===== src/rtl/lif_pkg.sv =====
// Shared types and arithmetic helpers for the LIF neuron array.
package lif_pkg;

  typedef enum logic [1:0] {
    StIdle,
    StRun,
    StDone
  } state_e;

  localparam int unsigned SatMaxW = 32;

  // Unsigned add clamped to 2^w - 1; callers pass operands narrower than SatMaxW.
  function automatic logic [SatMaxW-1:0] sat_add(input logic [SatMaxW-1:0] a,
                                                 input logic [SatMaxW-1:0] b,
                                                 input int unsigned w);
    logic [SatMaxW:0] sum;
    logic [SatMaxW:0] lim;
    sum = {1'b0, a} + {1'b0, b};
    lim = ((SatMaxW + 1)'(1) << w) - (SatMaxW + 1)'(1);
    if (sum > lim) begin
      return lim[SatMaxW-1:0];
    end
    return sum[SatMaxW-1:0];
  endfunction

endpackage


===== src/rtl/lif_array_if.sv =====
// Control, stimulus and readout bundle between the LIF array and its driver.
interface lif_array_if #(
  parameter int unsigned WIDTH = 8,
  parameter int unsigned N     = 4,
  parameter int unsigned IDX_W = $clog2(N),
  parameter int unsigned REF_W = 4
) ();

  logic               step;
  logic [N*WIDTH-1:0] current;
  logic [WIDTH-1:0]   threshold;
  logic [2:0]         leak_shift;
  logic [REF_W-1:0]   refract;
  logic               busy;
  logic               done;
  logic [N-1:0]       spikes;
  logic [IDX_W-1:0]   rd_idx;
  logic [WIDTH-1:0]   rd_state;

  modport master (
    output step, current, threshold, leak_shift, refract, rd_idx,
    input  busy, done, spikes, rd_state
  );

  modport slave (
    input  step, current, threshold, leak_shift, refract, rd_idx,
    output busy, done, spikes, rd_state
  );

endinterface


===== src/rtl/lif_update.sv =====
// Combinational single-neuron update: refractory hold, leak, saturating integrate, fire/reset.
module lif_update
  import lif_pkg::*;
#(
  parameter int unsigned WIDTH = 8,
  parameter int unsigned REF_W = 4
) (
  input  logic [WIDTH-1:0] i_s,
  input  logic [WIDTH-1:0] i_c,
  input  logic [WIDTH-1:0] i_threshold,
  input  logic [2:0]       i_leak_shift,
  input  logic [REF_W-1:0] i_ref_cnt,
  input  logic [REF_W-1:0] i_refract,
  output logic [WIDTH-1:0] o_state,
  output logic [REF_W-1:0] o_ref_cnt,
  output logic             o_spike
);

  logic [WIDTH-1:0] w_v;
  logic [WIDTH-1:0] w_n;

  always_comb begin
    // s - (s >> k) never underflows, so no guard is needed on the subtract.
    w_v = (i_leak_shift != 3'd0) ? (i_s - (i_s >> i_leak_shift)) : i_s;
    w_n = WIDTH'(sat_add(SatMaxW'(w_v), SatMaxW'(i_c), WIDTH));

    o_state   = w_n;
    o_ref_cnt = '0;
    o_spike   = 1'b0;
    if (i_ref_cnt != '0) begin
      o_state   = '0;
      o_ref_cnt = i_ref_cnt - REF_W'(1);
    end else if (w_n >= i_threshold) begin
      o_state   = '0;
      o_ref_cnt = i_refract;
      o_spike   = 1'b1;
    end
  end

endmodule


===== src/rtl/lif_array.sv =====
// Time-multiplexed array of N LIF neurons sharing one lif_update datapath.
// Define LIF_REFRACTORY_EN to build per-neuron refractory counters.
module lif_array
  import lif_pkg::*;
#(
  parameter int unsigned WIDTH = 8,
  parameter int unsigned N     = 4,
  parameter int unsigned IDX_W = $clog2(N),
  parameter int unsigned REF_W = 4
) (
  input logic        clk,
  input logic        reset_n,
  lif_array_if.slave bus
);

  state_e r_state;
  state_e w_state_next;

  logic [IDX_W-1:0]   r_idx;
  logic [N*WIDTH-1:0] r_cur;
  logic [WIDTH-1:0]   r_thr;
  logic [2:0]         r_leak;
  logic [WIDTH-1:0]   r_mem [N];
  logic [N-1:0]       r_shadow;
  logic [N-1:0]       r_spikes;
  logic [WIDTH-1:0]   r_rd_state;

  logic               w_last;
  logic               w_accept;
  logic [WIDTH-1:0]   w_s;
  logic [WIDTH-1:0]   w_c;
  logic [REF_W-1:0]   w_ref_cur;
  logic [REF_W-1:0]   w_refract;
  logic [WIDTH-1:0]   w_mem_next;
  logic [REF_W-1:0]   w_ref_next;
  logic               w_spike;
  logic [N-1:0]       w_shadow_next;

  assign w_last   = (r_idx == IDX_W'(N - 1));
  assign w_accept = bus.step && (r_state == StIdle);
  assign w_s      = r_mem[r_idx];
  assign w_c      = r_cur[r_idx*WIDTH +: WIDTH];

  always_ff @(posedge clk) begin
    if (!reset_n) begin
      r_state <= StIdle;
    end else begin
      r_state <= w_state_next;
    end
  end

  always_comb begin
    w_state_next = r_state;
    unique case (r_state)
      StIdle:  if (bus.step) w_state_next = StRun;
      StRun:   if (w_last) w_state_next = StDone;
      StDone:  w_state_next = StIdle;
      default: w_state_next = StIdle;
    endcase
  end

  always_comb begin
    bus.busy = (r_state != StIdle);
    bus.done = (r_state == StDone);
  end

  lif_update #(
    .WIDTH (WIDTH),
    .REF_W (REF_W)
  ) u_update (
    .i_s          (w_s),
    .i_c          (w_c),
    .i_threshold  (r_thr),
    .i_leak_shift (r_leak),
    .i_ref_cnt    (w_ref_cur),
    .i_refract    (w_refract),
    .o_state      (w_mem_next),
    .o_ref_cnt    (w_ref_next),
    .o_spike      (w_spike)
  );

  always_comb begin
    w_shadow_next        = r_shadow;
    w_shadow_next[r_idx] = w_spike;
  end

  always_ff @(posedge clk) begin
    if (!reset_n) begin
      r_idx      <= '0;
      r_cur      <= '0;
      r_thr      <= '0;
      r_leak     <= '0;
      r_shadow   <= '0;
      r_spikes   <= '0;
      r_rd_state <= '0;
      for (int i = 0; i < N; i++) begin
        r_mem[i] <= '0;
      end
    end else begin
      r_rd_state <= r_mem[bus.rd_idx];
      if (w_accept) begin
        r_idx    <= '0;
        r_cur    <= bus.current;
        r_thr    <= bus.threshold;
        r_leak   <= bus.leak_shift;
        r_shadow <= '0;
      end else if (r_state == StRun) begin
        r_mem[r_idx] <= w_mem_next;
        r_shadow     <= w_shadow_next;
        r_idx        <= r_idx + IDX_W'(1);
        // Published on entry to DONE so spikes are valid while done is high.
        if (w_last) begin
          r_spikes <= w_shadow_next;
        end
      end
    end
  end

`ifdef LIF_REFRACTORY_EN
  logic [REF_W-1:0] r_ref [N];
  logic [REF_W-1:0] r_refract;

  assign w_ref_cur = r_ref[r_idx];
  assign w_refract = r_refract;

  always_ff @(posedge clk) begin
    if (!reset_n) begin
      r_refract <= '0;
      for (int i = 0; i < N; i++) begin
        r_ref[i] <= '0;
      end
    end else if (w_accept) begin
      r_refract <= bus.refract;
    end else if (r_state == StRun) begin
      r_ref[r_idx] <= w_ref_next;
    end
  end
`else
  logic w_unused_ref;

  assign w_ref_cur    = '0;
  assign w_refract    = '0;
  assign w_unused_ref = ^{bus.refract, w_ref_next};
`endif

  assign bus.spikes   = r_spikes;
  assign bus.rd_state = r_rd_state;

endmodule


===== src/flat_wrapper.sv =====
// flat-port wrapper written by rule: the top's interface ports become plain ports
module lif_array_flat import lif_pkg::*;
#(
  parameter int unsigned WIDTH = 8,
  parameter int unsigned N     = 4,
  parameter int unsigned IDX_W = $clog2(N),
  parameter int unsigned REF_W = 4
)
  (clk, reset_n, bus_step, bus_current, bus_threshold, bus_leak_shift, bus_refract, bus_rd_idx, bus_busy, bus_done, bus_spikes, bus_rd_state);
  lif_array_if #(.WIDTH(WIDTH), .N(N), .IDX_W(IDX_W), .REF_W(REF_W)) bus_i ();
  input logic clk;
  input logic reset_n;
  input wire logic [$bits(bus_i.step)-1:0] bus_step;
  input wire logic [$bits(bus_i.current)-1:0] bus_current;
  input wire logic [$bits(bus_i.threshold)-1:0] bus_threshold;
  input wire logic [$bits(bus_i.leak_shift)-1:0] bus_leak_shift;
  input wire logic [$bits(bus_i.refract)-1:0] bus_refract;
  input wire logic [$bits(bus_i.rd_idx)-1:0] bus_rd_idx;
  output wire logic [$bits(bus_i.busy)-1:0] bus_busy;
  output wire logic [$bits(bus_i.done)-1:0] bus_done;
  output wire logic [$bits(bus_i.spikes)-1:0] bus_spikes;
  output wire logic [$bits(bus_i.rd_state)-1:0] bus_rd_state;
  assign bus_i.step = bus_step;
  assign bus_i.current = bus_current;
  assign bus_i.threshold = bus_threshold;
  assign bus_i.leak_shift = bus_leak_shift;
  assign bus_i.refract = bus_refract;
  assign bus_i.rd_idx = bus_rd_idx;
  assign bus_busy = bus_i.busy;
  assign bus_done = bus_i.done;
  assign bus_spikes = bus_i.spikes;
  assign bus_rd_state = bus_i.rd_state;
  lif_array #(.WIDTH(WIDTH), .N(N), .IDX_W(IDX_W), .REF_W(REF_W)) u_core (.clk(clk), .reset_n(reset_n), .bus(bus_i));
endmodule

===== config.mk =====
export PLATFORM = sky130hd
export DESIGN_NAME = lif_array_flat
export DESIGN_NICKNAME = d
export VERILOG_FILES = /design/src/rtl/lif_pkg.sv /design/src/rtl/lif_array_if.sv /design/src/rtl/lif_update.sv /design/src/rtl/lif_array.sv /design/src/flat_wrapper.sv
export SDC_FILE = /design/constraint.sdc
export NUM_CORES = 1
export LEC_CHECK = 0
export CAP_MARGIN = 20
export CORE_MARGIN = 8
export CORE_UTILIZATION = 40
export DETAILED_ROUTE_END_ITERATION = 7
export GPL_TIMING_DRIVEN = 0
export PLACE_DENSITY = 0.58
export SLEW_MARGIN = 15
export SYNTH_ARGS = -nofsm -noshare
export SYNTH_HDL_FRONTEND = slang
export SYNTH_SLANG_ARGS = --single-unit
export TNS_END_PERCENT = 5

===== constraint.sdc =====
create_clock -name clk -period 12.6 [get_ports clk]
set_input_delay 3.78 -clock clk [delete_from_list [all_inputs] [get_ports clk]]
set_output_delay 3.78 -clock clk [all_outputs]
set_load 0.005 [all_outputs]

Yosys cells after proc, flatten, opt, wreduce, memory -nomap -nowiden
Memories as Yosys holds them, arrays and structs flattened. A register that Yosys moved wholly into a read port is not among the register bits.
Index checks and enable logic that the tools add are counted.

word-level totals
  register bits after elaboration = 55
  memory bits (writable) = 32
  bits of input ports = 52
  logic and storage cells = 56
  memories = 1

cells by class
  add/subtract/negate cells = 3
  magnitude comparators = 4
  equality and inequality tests = 5
  shift-type cells = 2
  mux-type cells = 22
  bitwise logic cells = 2
  reduce and logical (&&, ||, !) cells = 10

memory list
  memory        words  width  read ports  clocked after memory_dff  write ports  RTL line         text
  u_core.r_mem  4      8      2           2                         4            lif_array.sv:23  logic [WIDTH-1:0] r_mem [N];

operators with widths
  kind                                                                              count
  8-bit two-way mux                                                                 5
  32-bit by 6-bit variable part select with 8-bit output                            1
  2-bit two-way mux                                                                 5
  8-bit by 8-bit adder with 9-bit output                                            1
  9-bit by 8-bit greater-than comparator with 1-bit output (second input constant)  1
  1-bit two-way mux                                                                 9
  8-bit >= comparator                                                               1
  8-bit OR reduction                                                                1
  8-bit by 3-bit >> shifter with 8-bit output                                       1
  8-bit subtractor                                                                  1
  4-bit bitwise mux                                                                 1
  2-bit == test (second input constant)                                             2
  2-bit one-hot mux with 2 select lines                                             1
  2-bit by 3-bit less-than comparator with 1-bit output (second input constant)     1
  3-bit AND reduction                                                               1
  3-bit nonzero test                                                                1
  2-bit by 1-bit adder with 2-bit output (second input constant)                    1
  1-bit demux with 2-bit select                                                     1
  2-bit by 1-bit == test with 1-bit output (second input constant)                  1
  2-bit by 1-bit >= comparator with 1-bit output (second input constant)            1
  1-bit logical AND                                                                 2
  2-bit zero test                                                                   1
  2-bit by 1-bit != test with 1-bit output (second input constant)                  1
  2-bit != test (second input constant)                                             1
  5 further kinds                                                                   6

Logic depth before layout (Yosys ltp)
Gate-level depths: netlist (run 1).

  depth after elaboration = 10
  gate-level depth with buffers = 27
  depth with buffers taken out = 25

Cells and area by module
Synthesis (run 1) repeated with hierarchy kept, for this count alone.

second synthesis, totals
  cells, all modules = 466
  area total of the unflattened synthesis = 5296.3 um2

modules (own cells, without submodules)
  module      instances  cells each  area an instance (um2)  seq. area each (um2)
  lif_array   1          281         3930.0                  2242.2
  lif_update  1          185         1366.3                  0.0

Least setup slack after synthesis (run 1)
OpenSTA, ideal clock, no wires.

  kind = flip-flop to flip-flop
  start = reg (tool-made name)
  end = mem u_core.r_mem[2][1], data pin
  data arrival time = 5.208 ns
  data required time = 12.459 ns
  path slack = 7.251 ns
  cell stages (with the launch flop) = 24
  path buffers = 2
  period minus slack after synthesis = 5.349 ns
  cell sequence = dfxtp_1 -> buf_6 -> mux4_2 -> mux2i_4 -> nor3b_1 -> a211oi_1 -> ha_1 -> a21o_1 -> a21oi_1 -> xor2_1 -> o21ai_0 -> ha_1 -> and3_1 -> a22o_1 -> or3_4 -> a211oi_4 -> inv_1 -> ha_1 -> a21oi_1 -> o21ai_0 -> a21oi_2 -> or4b_1 -> buf_2 -> a21oi_2

RTL lines
  element    RTL line
  to (decl)  lif_array.sv:23

==> metrics.csv, run 1 <==
stage,metric,value,unit
min_path,Worst Hold Depth,1,
synth,Post-Synth Simple-Gate Area,0.122,
global_routing,total grt overflow,0,
synth,Unique masters post-synth,57,
final_layout,# fillers,1162,
clocking,clock sink count,96,
drt,DR iter-0 viols,252,
synth,post-synthesis xor/xnor area fraction,0.0156,
timing,final setup TNS,0,ns
synth,Synth top area share,0.253,
clocking,CTS buffer count,9,
critical_path,Top delay family on crit path,compound AO/OA/AOI/OAI gates,
power_and_ir_drop,Design Power,0.00100,W
synth,mux contribution to synthesized area,0.121,
synth,"EDFF count, synth",32,
drt,Detailed Route WL,12.7,mm
drt,DR vias,3791,
timing,achievable clock frequency,160,MHz
synth,Syn Area/Cell,10.8,µm²
critical_path,CP peak stage delay,0.41,ns
power_and_ir_drop,Power per Cell Area,162,nW/µm²
global_routing,first-pass GRT wire length,20.5,mm
power_and_ir_drop,Peak VDD IR,68.8,µV
clocking,CTS resizes,0,
timing,# setup viols final,0,
die,Die Wd,128,µm
timing,RSZ-0062 raised after global routing,false,
die,die outline height,128,µm
place,HPWL Detailed,9.60,mm
timing,final period utilization,0.497,
synth,most frequent cells after synthesis,"dfxtp_1, nor2_1, a22o_1, nand2_1, edfxtp_1",
die,row count,41,
final_layout,Post-Layout Inst Area,6180,µm²
synth,Synth Instances,470,
clocking,CTS tree,built,
final_layout,Synth-to-Final Area Change,22.1,%
critical_path,worst path required time,12.80,ns
min_path,worst min path class,flip-flop to flip-flop,
critical_path,kind of critical path,flip-flop to flip-flop,
flow_run,max_cap viols,0,
critical_path,internal reg-to-reg setup slack,6.34,ns
synth,sequential share of the synthesized area,0.443,
final_layout,Final #Nets,623,
clocking,Post CTS Setup Buffer Count,0,
global_routing,initial antenna violation count,0,
critical_path,Worst Path Max Fanout,9,
clocking,Clock Path Buffers,2,
critical_path,worst reg-to-reg path cell count,27,
global_routing,largest net degree at the start of global routing,17,
global_routing,Total GRT Usage,0.163,
status,outcome,completed,
synth,Synth async-reset ratio,0,
timing,Min Hold Slack,0.478,ns
synth,post-synthesis cell area,5060,µm²
drt,"antenna viol nets, final",0,
final_layout,layout cell share with drive strength beyond 1,0.126,
timing,Worst Skew,0.0106,ns
critical_path,"Arr. time, crit path",6.46,ns
timing,post-layout minimum cycle time,6.26,ns
critical_path,Reg2Reg Capture Point,u_core.r_mem[0][1],
synth,Synth Area in Adders,0.0772,
synth,Post-Syn Nets,552,
critical_path,CP startpoint kind,flip-flop,
critical_path,Crit-path slowest cell,fa_1,
place,routability congestion estimate from global placement,0.801,
clocking,worst skew pair latency,0.36,ns
min_path,Worst Min Path Start,u_core.r_cur[25],
die,Starting Density,0.406,
drt,Via-to-Cell Ratio,5.28,
die,DIE AREA,16500,µm²
timing,worst-margin pin slew,0.774,ns
synth,main area contributors after synthesis,"dfxtp_1, edfxtp_1, mux4_2, ha_1, a22o_1",
drt,# DRC,0,
timing,Slew HR,0.480,
drt,per-cell routed wire length,17.7,µm
critical_path,CP Capture Type,flip-flop,
timing,Max Transition Viols Final,0,
synth,most frequent cell after synthesis,dfxtp_1,
synth,largest area contributor in the netlist,dfxtp_1,
clocking,"Clk pin slew, worst setup/hold paths",0.07,ns
critical_path,"most used cell, CP",ha_1,
die,core area,12500,µm²
clocking,CTS Hold Bufs,0,
place,Port Buffers,59,
timing,Final Hold Vio Count,0,
critical_path,number of buffers and inverters on the critical path,4,
drt,DRT Pass-1 Iters,4,
synth,largest family of logic cells by synthesized area,compound AO/OA/AOI/OAI gates,
min_path,WHS Endpoint,u_core.r_cur[25],
synth,Yosys warning total,0,
global_routing,vias in the first global route,3891,
clocking,CTS root buf,clkbuf_16,
place,"Cell Area, Placed",5880,µm²
clocking,H-tree depth,3,
final_layout,Ant. Diodes,0,
synth,ys flop type,dfxtp_1,
synth,Synth Area in Compound Gates,0.178,
synth,Seq cells post-synth,96,
die,I/O pins,66,
power_and_ir_drop,Lkg Pwr,2.37,nW
power breakdown:
group	total [W]	internal (W)	switching (W)
combinational	0.000363	0.000155	0.000208
sequential	0.000355	0.000344	0.0000105
clock	0.000284	0.000161	0.000123
total	0.00100	0.000660	0.000342
metrics by stage:
stage | utilization | std cells | setup slack [ns]
after detailed placement | 0.472 | 702 | 6.41
after global routing | 0.496 | 718 | 5.87
final | 0.496 | 718 | 6.34
after global placement | 0.471 | 701 | 6.45
after floorplan | - | 470 | 7.25
after CTS | 0.496 | 718 | 6.35
worst max-delay path by stage:
| stage | cells after the start | slack (ns) | end |
|---|---|---|---|
| floorplan | 23 | 7.25 | u_core.r_mem[2][1] |
| global placement | 3 | 6.45 | u_core.r_mem[0][2] |
| detailed placement | 27 | 6.41 | u_core.r_mem[3][1] |
| CTS | 27 | 6.35 | u_core.r_mem[3][1] |
| global route | 27 | 5.87 | u_core.r_mem[3][6] |
| finish | 27 | 6.34 | u_core.r_mem[0][1] |
area by class of cell:
class / count / area (µm²) / area share
Multi-Input combinational cell: 321 / 2610 / 0.422
Sequential cell: 96 / 2240 / 0.363
Timing Repair Buffer: 60 / 598 / 0.0968
Clock buffer: 12 / 246 / 0.0399
Tap cell: 172 / 215 / 0.0348
Buffer: 30 / 129 / 0.0209
Inverter: 23 / 86.3 / 0.0140
Clock inverter: 4 / 53.8 / 0.00871
flip-flops by register name (all words and copies together) (netlist names), named ones only:
register,flops
u_core.r_cur,32
u_core.r_mem,32
u_core.bus.rd_state,8
u_core.r_thr,8
u_core.bus.spikes,4
u_core.r_leak,3
u_core.r_shadow,3
u_core.r_idx,2
u_core.r_state,2
cells by family after synthesis:
logic type	Yosys count
compound gates	125
xor+xnor	9
fa+ha+maj	30
buf+inv	53
flops	96
mux	31
simple gates	126
cell usage in the layout, fill, tap and decap left out, types with 4 or more instances in the layout:
cell	instances
inv_1	22
nand2_1	36
edfxtp_1	32
nor2_1	38
a211oi_1	7
ha_1	28
a31o_2	4
mux4_2	23
clkbuf_16	9
nor3b_1	4
and3_1	4
nand3_1	7
nor2b_1	8
xor2_1	4
and2_1	10
a21o_1	4
buf_2	7
a21oi_1	23
a22o_1	36
mux2i_1	4
xnor2_1	5
dfxtp_1	64
clkbuf_1	22
o21ai_0	24
clkdlybuf4s50_1	59
nor3_1	4
per-layer routing:
metal,global-route usage,part of all wire
met1,0.209,0.46
met2,0.259,0.46
met3,0.0430,0.060
met4,0.0601,0.018
met5,0,0
Power figures use the tool's default switching activity.
==> run 2: changes to the inputs <==
- clock period: 12.6 -> 6.21 ns (I/O delays scaled with it)
==> run 2 against run 1 <==
Utilization rose by 0.66 points. Count of clock-buffer cells in the layout did not move. Flip-flop and latch count did not move. Clock power rose by 100%. Cell count rose by 0.42%.
==> metrics.csv, run 2 (synthesis results as in run 1) <==
stage,metric,value,unit,change
status,outcome,completed,,unchanged
critical_path,CP startpoint kind,flip-flop,,unchanged
global_routing,initial antenna violation count,0,,unchanged
critical_path,CP Capture Type,flip-flop,,unchanged
clocking,worst skew pair latency,0.36,ns,about the same
critical_path,worst path required time,6.43,ns,was 12.80 ns
timing,Worst Skew,0.0103,ns,was 0.0106 ns
critical_path,Top delay family on crit path,compound AO/OA/AOI/OAI gates,,unchanged
final_layout,layout cell share with drive strength beyond 1,0.144,,was 0.126
drt,per-cell routed wire length,17.9,µm,was 17.7 µm
clocking,H-tree depth,3,,unchanged
die,core area,12500,µm²,unchanged
final_layout,Regs by FF count,"u_core.r_cur (32), u_core.r_mem (32)",,unchanged
die,I/O pins,66,,unchanged
global_routing,first-pass GRT wire length,20.6,mm,was 20.5 mm
critical_path,Worst Path Max Fanout,9,,unchanged
timing,# setup viols final,0,,unchanged
timing,final period utilization,0.955,,was 0.497
clocking,clock sink count,96,,unchanged
place,placed insts,702,,unchanged
die,row count,41,,unchanged
final_layout,Synth-to-Final Area Change,23.7,%,was 22.1%
final_layout,# fillers,1161,,was 1162
place,Port Buffers,59,,unchanged
place,routability congestion estimate from global placement,0.801,,unchanged
power_and_ir_drop,P_sw,0.000715,W,was 0.000342 W
timing,Final Hold Vio Count,0,,unchanged
final_layout,Final Util,0.502,,was 0.496
critical_path,number of buffers and inverters on the critical path,3,,was 4
power_and_ir_drop,Sw Ratio,0.343,,was 0.341
critical_path,CP peak stage delay,0.45,ns,was 0.41 ns
drt,DR iter-0 viols,244,,was 252
final_layout,Final #Nets,626,,was 623
die,DIE AREA,16500,µm²,unchanged
critical_path,Reg2Reg Capture Point,u_core.r_mem[2][7],,was u_core.r_mem[0][1]
min_path,Worst Min Path Start,u_core.r_cur[25],,unchanged
min_path,WHS Endpoint,u_core.r_cur[25],,unchanged
power_and_ir_drop,Clock Power Share,0.275,,was 0.283
min_path,Worst Hold Depth,1,,unchanged
global_routing,vias in the first global route,3888,,was 3891
timing,Max Transition Viols Final,0,,unchanged
final_layout,"commonest non-fill, non-tap cell in the layout",dfxtp_1,,unchanged
final_layout,Ant. Diodes,0,,unchanged
power_and_ir_drop,Design Power,0.00208,W,was 0.00100 W
clocking,CTS tree,built,,unchanged
power_and_ir_drop,Internal,0.00137,W,was 0.000660 W
power_and_ir_drop,Power per Cell Area,333,nW/µm²,was 162 nW/µm²
power_and_ir_drop,Comb power frac,0.379,,was 0.363
clocking,"Clk pin slew, worst setup/hold paths",0.07,ns,about the same
drt,"antenna viol nets, final",0,,unchanged
timing,worst-margin pin slew,0.808,ns,was 0.774 ns
drt,Detailed Route WL,12.9,mm,was 12.7 mm
global_routing,Total GRT Usage,0.163,,about the same
critical_path,worst reg-to-reg path cell count,26,,was 27
drt,Via-to-Cell Ratio,5.25,,was 5.28
critical_path,internal reg-to-reg setup slack,0.28,ns,was 6.34 ns
drt,DRT Pass-1 Iters,4,,unchanged
min_path,worst min path class,flip-flop to flip-flop,,unchanged
drt,# DRC,0,,unchanged
timing,final setup TNS,0,ns,unchanged
critical_path,"Arr. time, crit path",6.15,ns,was 6.46 ns
critical_path,Crit-path slowest cell,or4b_1,,was fa_1
die,die outline height,128,µm,unchanged
clocking,Clock Path Buffers,2,,unchanged
power_and_ir_drop,Lkg Pwr,2.39,nW,was 2.37 nW
global_routing,largest net degree at the start of global routing,17,,unchanged
critical_path,"most used cell, CP",ha_1,,unchanged
power_and_ir_drop,Peak VDD IR,140,µV,was 68.8 µV
clocking,CTS root buf,clkbuf_16,,unchanged
final_layout,Layout Cells excl Fill,721,,was 718
die,Starting Density,0.406,,unchanged
final_layout,"commonest non-fill, non-tap cells in the layout","dfxtp_1, clkdlybuf4s50_1, nor2_1, nand2_1, a22o_1",,unchanged
clocking,CTS Hold Bufs,0,,unchanged
final_layout,Post-Layout Inst Area,6260,µm²,was 6180 µm²
timing,RSZ-0062 raised after global routing,false,,unchanged
clocking,CTS buffer count,9,,unchanged
critical_path,kind of critical path,flip-flop to flip-flop,,unchanged
flow_run,max_cap viols,0,,unchanged
timing,achievable clock frequency,169,MHz,was 160 MHz
global_routing,total grt overflow,0,,unchanged
power_and_ir_drop,Flop pwr share,0.346,,was 0.354
drt,DR vias,3786,,was 3791
timing,post-layout minimum cycle time,5.93,ns,was 6.26 ns
place,"Cell Area, Placed",5880,µm²,unchanged
timing,Slew HR,0.457,,was 0.480
die,Die Wd,128,µm,unchanged
place,HPWL Detailed,9.60,mm,unchanged
## run 2: changes by cell type in the layout (fill, tap and decap cells not counted), sizes merged
cell | before | now
buf | 11 | 13
clkbuf | 32 | 33
## run 2: final cells by class
type	instances	area [µm²]	area share
well taps	172	215	0.0344
inverters	23	86.3	0.0138
repair buffers	63	621	0.0991
clock inverters	4	53.8	0.00859
multi-input cells	321	2670	0.426
plain buffers	30	131	0.0210
flip-flops and latches	96	2240	0.358
clock buffers	12	246	0.0394
## run 2: worst max-delay path by stage
stage	startpoint	to	slack, ns	cells after the start
2_1_floorplan	flip-flop	u_core.r_mem[2][1]	0.86	23
3_3_place_gp	flip-flop	u_core.r_mem[0][1]	0.17	23
3_5_place_dp	flip-flop	u_core.r_mem[3][1]	0.02	27
4_1_cts	flip-flop	u_core.r_mem[2][7]	0.03	27
5_1_grt	flip-flop	u_core.r_mem[2][4]	0.01	24
6_report	flip-flop	u_core.r_mem[2][7]	0.28	26
## run 2: power groups by stage
stage | Clock, W | Sequential (W) | Combinational [W]
floorplan | 0 | 0.000728 | 0.000533
global placement | 0 | 0.000732 | 0.000713
detailed placement | 0 | 0.000734 | 0.000735
CTS | 0.000587 | 0.000720 | 0.000745
global route | 0.000607 | 0.000725 | 0.000873
finish | 0.000573 | 0.000720 | 0.000790
## run 2: through the flow
stage                     worst slack [ns]  hold slack (ns)
after floorplan                      0.861            0.444
after global placement               0.173            0.456
after detailed placement            0.0247            0.461
after CTS                           0.0330            0.478
after global routing                0.0109            0.494
final                                0.282            0.475
## run 2: routing by layer
layer / up-vias / wire length (µm) / global-route usage
met5: - / 0 / 0
met4: 0 / 257 / 0.0601
met3: 13 / 717 / 0.0430
met2: 104 / 5980 / 0.258
met1: 1785 / 5940 / 0.210
li1: 1884 / - / -
## run 2: what timing repair did
| item | in CTS | in global routing |
|---|---|---|
| hold endpoints to repair | 0 | 0 |
| resized for setup | 2 | 13 |
| pin swaps | 0 | 3 |
| endpoints found under the setup margin | 9 | 35 |
| setup buffers | 0 | 3 |
